**config.mk**
```make
export PLATFORM = sky130hd
export DESIGN_NAME = ifetch_unit
export DESIGN_NICKNAME = d
export VERILOG_FILES = /design/src/rtl/ifetch_unit.sv
export SDC_FILE = /design/constraint.sdc
export NUM_CORES = 1
export LEC_CHECK = 0
export BUFFER_PORTS_ARGS = -buffer_cell sky130_fd_sc_hd__buf_4
export CAP_MARGIN = 20
export CORE_MARGIN = 2
export CORE_UTILIZATION = 25
export CTS_BUF_LIST = sky130_fd_sc_hd__clkbuf_8
export CTS_CLUSTER_SIZE = 16
export DETAILED_ROUTE_END_ITERATION = 12
export HOLD_SLACK_MARGIN = 0.03
export PLACE_DENSITY = 0.44
export SYNTH_ARGS = -nofsm -noshare
export SYNTH_HDL_FRONTEND = slang
export SYNTH_SLANG_ARGS = --single-unit
export TNS_END_PERCENT = 50
```
**constraint.sdc**
```tcl
create_clock -name clk -period 2.1 [get_ports clk]
set_input_delay 0.42 -clock clk [delete_from_list [all_inputs] [get_ports clk]]
set_output_delay 0.42 -clock clk [all_outputs]
set_load 0.02 [all_outputs]
```
**src/rtl/ifetch_unit.sv**
```systemverilog
// ifetch_unit: fetch stage between the PC register and decode.
// Issues word reads to a synchronous instruction memory (one-cycle read latency)
// and buffers each returned word with its PC in a DEPTH-entry FIFO. The FIFO
// drains to decode over a valid/ready handshake. A flush discards everything
// fetched so far.
// Optional feature macro: IFETCH_MISALIGN_TRAP_EN. When it is defined, a fetch
// with pc[1]=1 is delivered as a faulting NOP, and issue stalls until a flush.
//
// state       | meaning
// inflight_q  | a read was issued last cycle; its data is on imem_rdata now
// count_q     | number of valid FIFO entries (0..DEPTH)
// halt_q      | misaligned fetch seen; no more issue until flush (trap build only)
module ifetch_unit #(
  parameter int ADDR_W = 13,
  parameter int DEPTH  = 2
) (
  input  logic              clk,
  input  logic              rstn,
  input  logic [ADDR_W-1:0] pc,
  output logic              pc_en,
  input  logic              flush,
  output logic              imem_req,
  output logic [ADDR_W-3:0] imem_addr,
  input  logic [31:0]       imem_rdata,
  output logic              id_valid,
  input  logic              id_ready,
  output logic [31:0]       id_instr,
  output logic [ADDR_W-1:0] id_pc,
  output logic              id_fault
);

  localparam int PW = $clog2(DEPTH);
  localparam int CW = $clog2(DEPTH + 1);
  localparam logic [CW:0]   DEPTH_OCC = (CW + 1)'(DEPTH);
  localparam logic [CW-1:0] DEPTH_CNT = CW'(DEPTH);

  logic              inflight_q, inflight_d;
  logic [ADDR_W-1:0] req_pc_q, req_pc_d;
  logic [PW-1:0]     wr_ptr_q, wr_ptr_d;
  logic [PW-1:0]     rd_ptr_q, rd_ptr_d;
  logic [CW-1:0]     count_q, count_d;
  logic [31:0]       instr_q [DEPTH];
  logic [31:0]       instr_d [DEPTH];
  logic [ADDR_W-1:0] pcbuf_q [DEPTH];
  logic [ADDR_W-1:0] pcbuf_d [DEPTH];

  logic [CW:0] occ;
  logic        pop;
  logic        push;
  logic        issue_ok;
  logic [31:0] push_instr;

  assign occ      = {1'b0, count_q} + {{CW{1'b0}}, inflight_q};
  assign id_valid = (count_q != '0);
  assign pop      = id_valid & id_ready;
  // A response is written unless a flush in the same cycle discards it.
  assign push     = inflight_q & ~flush;

  // Issuing when occupancy equals DEPTH is safe only if a pop frees a slot this cycle.
  assign imem_req  = rstn & ~flush & issue_ok &
                     ((occ < DEPTH_OCC) | ((occ == DEPTH_OCC) & pop));
  // A flush lets the PC register load the redirect target.
  assign pc_en     = rstn & (imem_req | flush);
  assign imem_addr = pc[ADDR_W-1:2];

  assign id_instr = instr_q[rd_ptr_q];
  assign id_pc    = pcbuf_q[rd_ptr_q];

`ifdef IFETCH_MISALIGN_TRAP_EN
  localparam logic [31:0] NOP_INSTR = 32'h0000_0013;

  logic halt_q, halt_d;
  logic req_fault_q, req_fault_d;
  logic fault_q [DEPTH];
  logic fault_d [DEPTH];

  assign issue_ok   = ~halt_q;
  assign push_instr = req_fault_q ? NOP_INSTR : imem_rdata;
  assign id_fault   = fault_q[rd_ptr_q];

  // Misalign tracking: capture fault with the request, stall issue until flush.
  always_comb begin
    halt_d      = halt_q;
    req_fault_d = req_fault_q;
    fault_d     = fault_q;
    if (flush) begin
      halt_d = 1'b0;
    end else begin
      if (imem_req & pc[1]) halt_d = 1'b1;
      if (push) fault_d[wr_ptr_q] = req_fault_q;
    end
    if (imem_req) req_fault_d = pc[1];
  end

  // Misalign state registers.
  always_ff @(posedge clk or negedge rstn) begin
    if (!rstn) begin
      halt_q      <= 1'b0;
      req_fault_q <= 1'b0;
      for (int i = 0; i < DEPTH; i++) fault_q[i] <= 1'b0;
    end else begin
      halt_q      <= halt_d;
      req_fault_q <= req_fault_d;
      fault_q     <= fault_d;
    end
  end
`else
  // pc[1] is ignored; the word at pc[ADDR_W-1:2] is fetched normally.
  assign issue_ok   = 1'b1;
  assign push_instr = imem_rdata;
  assign id_fault   = 1'b0;
`endif

  // Request tracking and FIFO next-state: flush clears, otherwise push/pop.
  always_comb begin
    inflight_d = imem_req;
    req_pc_d   = imem_req ? pc : req_pc_q;
    wr_ptr_d   = wr_ptr_q;
    rd_ptr_d   = rd_ptr_q;
    count_d    = count_q;
    instr_d    = instr_q;
    pcbuf_d    = pcbuf_q;
    if (flush) begin
      wr_ptr_d = '0;
      rd_ptr_d = '0;
      count_d  = '0;
    end else begin
      if (push) begin
        instr_d[wr_ptr_q] = push_instr;
        pcbuf_d[wr_ptr_q] = req_pc_q;
        wr_ptr_d          = wr_ptr_q + 1'b1;
      end
      if (pop) rd_ptr_d = rd_ptr_q + 1'b1;
      case ({push, pop})
        2'b10:   count_d = count_q + 1'b1;
        2'b01:   count_d = count_q - 1'b1;
        default: count_d = count_q;
      endcase
    end
  end

  // State registers; reset drops any in-flight data.
  always_ff @(posedge clk or negedge rstn) begin
    if (!rstn) begin
      inflight_q <= 1'b0;
      req_pc_q   <= '0;
      wr_ptr_q   <= '0;
      rd_ptr_q   <= '0;
      count_q    <= '0;
      for (int i = 0; i < DEPTH; i++) begin
        instr_q[i] <= '0;
        pcbuf_q[i] <= '0;
      end
    end else begin
      inflight_q <= inflight_d;
      req_pc_q   <= req_pc_d;
      wr_ptr_q   <= wr_ptr_d;
      rd_ptr_q   <= rd_ptr_d;
      count_q    <= count_d;
      instr_q    <= instr_d;
      pcbuf_q    <= pcbuf_d;
    end
  end

`ifndef SYNTHESIS
  // The issue rule must always leave room for the response it creates.
  assert property (@(posedge clk) disable iff (!rstn)
    !(push && !pop && count_q == DEPTH_CNT));
`endif

endmodule

```
==> out/metrics.yaml, run 1 <==
timing:
  rsz0062_at_grt: "yes"
  skew_ps: 12.3
  worst_slack_ps: -118
  final-max-slew-violation-count: 0
  fin_crit_sh_pct: 106
  relSlewSlack_pct: 61.5
  setup_viol: 2
  timing.fmax_mhz: 451
  hold_viol: 0
  fin_hold_ws_ps: 174
  worstMarginPinSlew_ps: 578
  min_period_ps: 2220
worst_setup_path:
  crit_chain: "ha_2, inv_2, ha_4, nor4b_4, o31a_1, buf_6"
  critPathTopFamily: "adder cells"
  worst-setup-path-type: "flop to output pin"
  required_ps: 1680
  cpPeakStageDelay_ps: 400
  worstPathArrival_ps: 1800
  cp_max_fo: 2
  crit_slowest_cell: "dfrtp_1"
  crit_buf_inv: 2
  end_kind: "output pin"
  cp-start-kind: "flop"
cts:
  cts_buffer_depth: 2
  root_buffer: "clkbuf_8"
  clk_pin_slew_ps: 110
  cts_buffers: 9
  cts_tree: "done"
  clkSinkCount: 108
  htreeDepth: 3
  worstSkewPairLatency_ps: 380
route:
  route.detailed.drc: 0
  detail_route.iter0.violations: 105
  vias: 2861
  drtPass1Iterations: 2
  wl_per_cell_um: 15.7
  avgViaCountPerCell: 4.20
  routed_wl_um: 10700
  ant_nets: 0
layout:
  final_layout_size_suffix_gt1_share_pct: 69.8
  postLayoutCellArea_mm2: 0.00620
  syn_to_final_growth_pct: 27.9
  fin_nets: 468
  antennaDiodeCount: 0
  fillers: 1898
flow_run:
  maxCapViolCount: 0
status:
  violations: "negative setup slack"
  status: "complete, but fails checks"
synth:
  syn_avg_cell_area_um2: 15.4
  synth_cell_type_count: 30
  synth.largest_area_cell: "dfrtp_1"
  syn_area_mm2: 0.00485
  synthTopCellsByArea: "dfrtp_1 56%, mux2_2 32%, mux2_4 2.8%"
  syn_nets: 367
  yosysTopAreaCellShare_pct: 55.8
  seq_area_frac_synth_pct: 55.8
  synth_seq_cells: 108
  yosysWarnings: 0
  synthCells: 315
placed_design:
  placed_area_mm2: 0.00593
  post-place-ws_ps: 74.9
  port_buffers: 107
  gp_congestion: 0.716
  dp_hpwl_um: 6870
floorplanning:
  die_height_um: 143
  core_area_mm2: 0.0189
  die_w_um: 143
  initial_utilization_pct: 25.6
  die_area_mm2: 0.0205
  fp-row-count: 50
  ios: 109
global_routing:
  grt.total_usage_pct: 11.1
  grt_start_max_net_pins: 106
  grt_antenna_before_repair: 0
  grt.overflow.total: 0
  grt_pass1_vias: 3196
  grt_pass1_wl_um: 17100
pwr:
  ir_drop_mv: 0.334
  p_leak_uw: 0.00276
  p_per_area_mw_per_mm2: 984
worst_hold_path:
  hold_path.class: "input port to async pin"
per-stage QoR:
| step | utilization (%) | power, uW | TNS, ps | std cells |
|---|---|---|---|---|
| final | 32.8 | 6100 | -210 | 681 |
| after global routing | 32.8 | 6480 | -414 | 681 |
| after CTS | 32.8 | 6220 | -283 | 681 |
| after detailed placement | 31.4 | 4860 | 0 | 663 |
| after global placement | 31.4 | 4790 | 0 | 663 |
| after floorplan | - | 4120 | 0 | 315 |
layout make-up:
| cell class | count | area, um2 | share of cell area [%] |
|---|---|---|---|
| inverters | 2 | 7.51 | 0.121 |
| multi-input cells | 175 | 1970 | 31.8 |
| repair buffers | 120 | 990 | 16.0 |
| flip-flops and latches | 108 | 2710 | 43.7 |
| clock inverters | 7 | 72.6 | 1.17 |
| well taps | 260 | 325 | 5.25 |
| clock buffers | 9 | 124 | 2.00 |
synth_stat cells:
cell type	number
xnor2_1	1
a2111oi_0	1
conb_1	1
o21ai_0	2
xor2_1	1
inv_1	2
buf_4	16
mux2_2	139
a21oi_1	2
nand2_1	1
nor3b_1	1
and3b_1	1
nor2_1	2
o31a_1	1
a21o_1	1
buf_2	11
or2_4	1
nor4b_4	1
nand3b_1	2
buf_6	1
nor4b_1	1
dfrtp_1	108
nor3_1	1
clkbuf_1	1
buf_12	1
a41o_4	1
ha_1	3
mux2_4	9
nand2b_1	1
nand3_1	1
kinds of logic (layout without fill, tap and decap cells):
family / Yosys count / in the layout / synth area share, %
DFF: 108 / 108 / 55.8
AOI/OAI and AO/OA: 8 / 8 / 1.37
adders and majority gates: 3 / 3 / 0.775
buffers and inverters: 32 / 138 / 4.49
other: 1 / 1 / 0.0774
muxes: 148 / 148 / 35.1
and+or+nand+nor: 13 / 13 / 2.07
xor gates and xnor gates: 2 / 2 / 0.362
worst reg2reg max path, cell delays in order (launching register included):
cell and delay (ps):
dfrtp_1 400, ha_2 210, ha_4 180, nor4b_4 210, a41o_4 260, buf_4 170
buf_12 150, mux2_2 330
power breakdown:
group | leakage, uW | total, uW | switching, uW | internal, uW
Combinational | 0.00134 | 1890 | 822 | 1070
Sequential | 0.00132 | 2900 | 264 | 2630
Clock | 0.0000960 | 1310 | 750 | 556
worst paths after layout:
path	endpoint	startpoint	depth (start not counted)	slack (ps)
hold / removal	instr_q[23]$_DFFE_PN0P_	rstn	2	170
hold reg to reg	instr_q[18]$_DFFE_PN0P_	instr_q[18]$_DFFE_PN0P_	1	510
max in group asynchronous	count_q[1]$_DFFE_PN0P_	rstn	2	1450
setup reg to reg	req_pc_q[1]$_DFFE_PN0P_	count_q[0]$_DFFE_PN0P_	7	80
setup / recovery	pc_en	count_q[0]$_DFFE_PN0P_	6	-120
min in group clk	req_pc_q[10]$_DFFE_PN0P_	pc[10]	2	260
layer usage:
metal,part of all wire (%),track usage (%)
met1,43,13.1
met2,49,18.8
met3,6.2,3.79
met4,1.5,3.82
met5,0,0
registers in the layout, indices dropped and copies added (netlist names):
name        count
instr_q        64
req_pc_q       13
inflight_q      1
count_q         2
wr_ptr_q        1
rd_ptr_q        1
pcbuf_q        26
repair_timing:
item,in CTS,in global routing
endpoints found under the setup margin,8,3
endpoints found under the hold margin,3,0
setup buffers,1,0
pin swaps,3,0
hold buffers,1,0
gates resized for setup,12,0
placed cells by master (no fill, tap or decap), types with 2 or more instances in the layout:
master      instances
clkinv_2            2
inv_6               2
dfrtp_2             2
mux2_2            139
nor2_1              2
buf_6               3
dfrtp_1           106
a21oi_1             2
clkbuf_8            9
clkinvlp_4          2
nor4b_4             2
buf_4             110
buf_12              6
mux2_4              9
nand3b_1            2
ha_4                2
Note: power is estimated with default switching activity, not from simulation.
==> inputs of run 2 (changes only) <==
--- a/config.mk
+++ b/config.mk
@@ -8,12 +8,12 @@
 export BUFFER_PORTS_ARGS = -buffer_cell sky130_fd_sc_hd__buf_4
 export CAP_MARGIN = 20
 export CORE_MARGIN = 2
-export CORE_UTILIZATION = 25
+export CORE_UTILIZATION = 51
 export CTS_BUF_LIST = sky130_fd_sc_hd__clkbuf_8
 export CTS_CLUSTER_SIZE = 16
 export DETAILED_ROUTE_END_ITERATION = 12
 export HOLD_SLACK_MARGIN = 0.03
-export PLACE_DENSITY = 0.44
+export PLACE_DENSITY = 0.78
 export SYNTH_ARGS = -nofsm -noshare
 export SYNTH_HDL_FRONTEND = slang
 export SYNTH_SLANG_ARGS = --single-unit
==> out/metrics.yaml, run 2 (synthesized netlist as in run 1, its figures left out) <==
route:
  route.detailed.drc: 0
  routed_wl_um: 9150
  wl_per_cell_um: 16.6
  detail_route.iter0.violations: 69
  drtPass1Iterations: 4
  avgViaCountPerCell: 5.17
  ant_nets: 0
  vias: 2845
flow_run:
  maxCapViolCount: 0
global_routing:
  grt_pass1_wl_um: 14600
  grt.total_usage_pct: 18.5
  grt.overflow.total: 0
  grt_start_max_net_pins: 65
  grt_antenna_before_repair: 0
  grt_pass1_vias: 2970
layout:
  multi_input_comb_area_mm2: 0.00198
  fin_cells: 550
  fillers: 700
  fin_nets: 468
  final_layout_size_suffix_gt1_share_pct: 69.6
  post-route-util_pct: 64.8
  final_common_cell: "mux2_2"
  largestRegisters: "instr_q (64), pcbuf_q (26), req_pc_q (13)"
  regArea_mm2: 0.00271
  antennaDiodeCount: 0
  layout_common_cells: "139 x mux2_2, 115 x buf_4, 106 x dfrtp_1"
  largest_reg_flops: 64
  top_register: "instr_q"
  syn_to_final_growth_pct: 23.5
pwr:
  p_leak_uw: 0.00275
  p_per_area_mw_per_mm2: 1000
  power_uw: 6010
  ir_drop_mv: 0.516
cts:
  clkSinkCount: 108
  clk_pin_slew_ps: 100
  worstSkewPairLatency_ps: 360
  htreeDepth: 3
  cts_buffers: 9
  cts_buffer_depth: 2
  root_buffer: "clkbuf_8"
  cts_tree: "done"
placed_design:
  dp.cells: 533
  post-place-ws_ps: 18.7
  port_buffers: 107
  gp_congestion: 0.763
  dp_hpwl_um: 6080
status:
  status: "complete, but fails checks"
  violations: "negative setup slack"
timing:
  hold_viol: 0
  final-max-slew-violation-count: 0
  worst_slack_ps: -79.0
  relSlewSlack_pct: 47.9
  rsz0062_at_grt: "yes"
  fin_hold_ws_ps: 175
  setup_viol: 2
  timing.fmax_mhz: 459
  worstMarginPinSlew_ps: 781
  fin_crit_sh_pct: 104
  min_period_ps: 2180
  skew_ps: 11.4
worst_hold_path:
  hold_path.class: "input port to async pin"
worst_setup_path:
  cp-start-kind: "flop"
  worstPathArrival_ps: 1760
  end_kind: "output pin"
  worst-setup-path-type: "flop to output pin"
  cp_max_fo: 2
  required_ps: 1680
floorplanning:
  die_area_mm2: 0.0103
  initial_utilization_pct: 52.4
  die_w_um: 101
  die_height_um: 101
  fp-row-count: 35
  core_area_mm2: 0.00924
  ios: 109
[run 2: final cells by class]
class                           count  area share (%)
Clock buffer                        9            2.07
Multi-Input combinational cell    175            33.1
Timing Repair Buffer              120            15.7
Clock inverter                      7            1.13
Sequential cell                   108            45.2
Inverter                            2           0.125
Tap cell                          129            2.70
[run 2: stage by stage]
stage	cell area, um2	TNS [ps]
finish	5990	-146
global route	5990	-301
CTS	5970	-199
detailed placement	5720	0
global placement	5720	0
floorplan	4850	0
[run 2: metal layers]
layer  global-route usage (%)  vias up  part of all wire (%)
met2                     31.4       79                    50
met5                        0        -                     0
met3                     3.80       12                   5.4
met1                     23.6     1447                    44
met4                     6.96        0                   1.4
li1                         -     1307                     -
[run 2: path summary, 6_finish.rpt]
check / startpoint / endpoint / slack [ps] / depth (start not counted)
setup / recovery: inflight_q$_DFF_PN0_ / pc_en / -80 / 6
hold / removal: rstn / pcbuf_q[8]$_DFFE_PN0P_ / 170 / 2
setup reg to reg: inflight_q$_DFF_PN0_ / req_pc_q[1]$_DFFE_PN0P_ / 90 / 7
hold reg to reg: pcbuf_q[5]$_DFFE_PN0P_ / pcbuf_q[5]$_DFFE_PN0P_ / 510 / 1
max in group asynchronous: rstn / rd_ptr_q$_DFFE_PN0P_ / 1300 / 2
min in group clk: pc[3] / req_pc_q[3]$_DFFE_PN0P_ / 290 / 2
[run 2: critical path: stages (launching register included)]
cell,delay [ps]
dfrtp_1,430
ha_4,190
inv_2,60
ha_4,190
nor4b_4,130
o31a_1,260
buf_6,130
[run 2: where the power goes]
part	leakage, uW	internal (uW)	switching, uW
combinational	0.00132	1070	819
sequential	0.00132	2630	269
clock	0.000102	548	675
total	0.00275	4250	1760
[run 2: what timing repair did]
item / CTS / global route
endpoints found under the setup margin: 3 / 4
gates resized for setup: 10 / 3
setup buffers: 1 / 0
cloned: 0 / 0
pin swaps: 3 / 0
hold buffers: 0 / 0
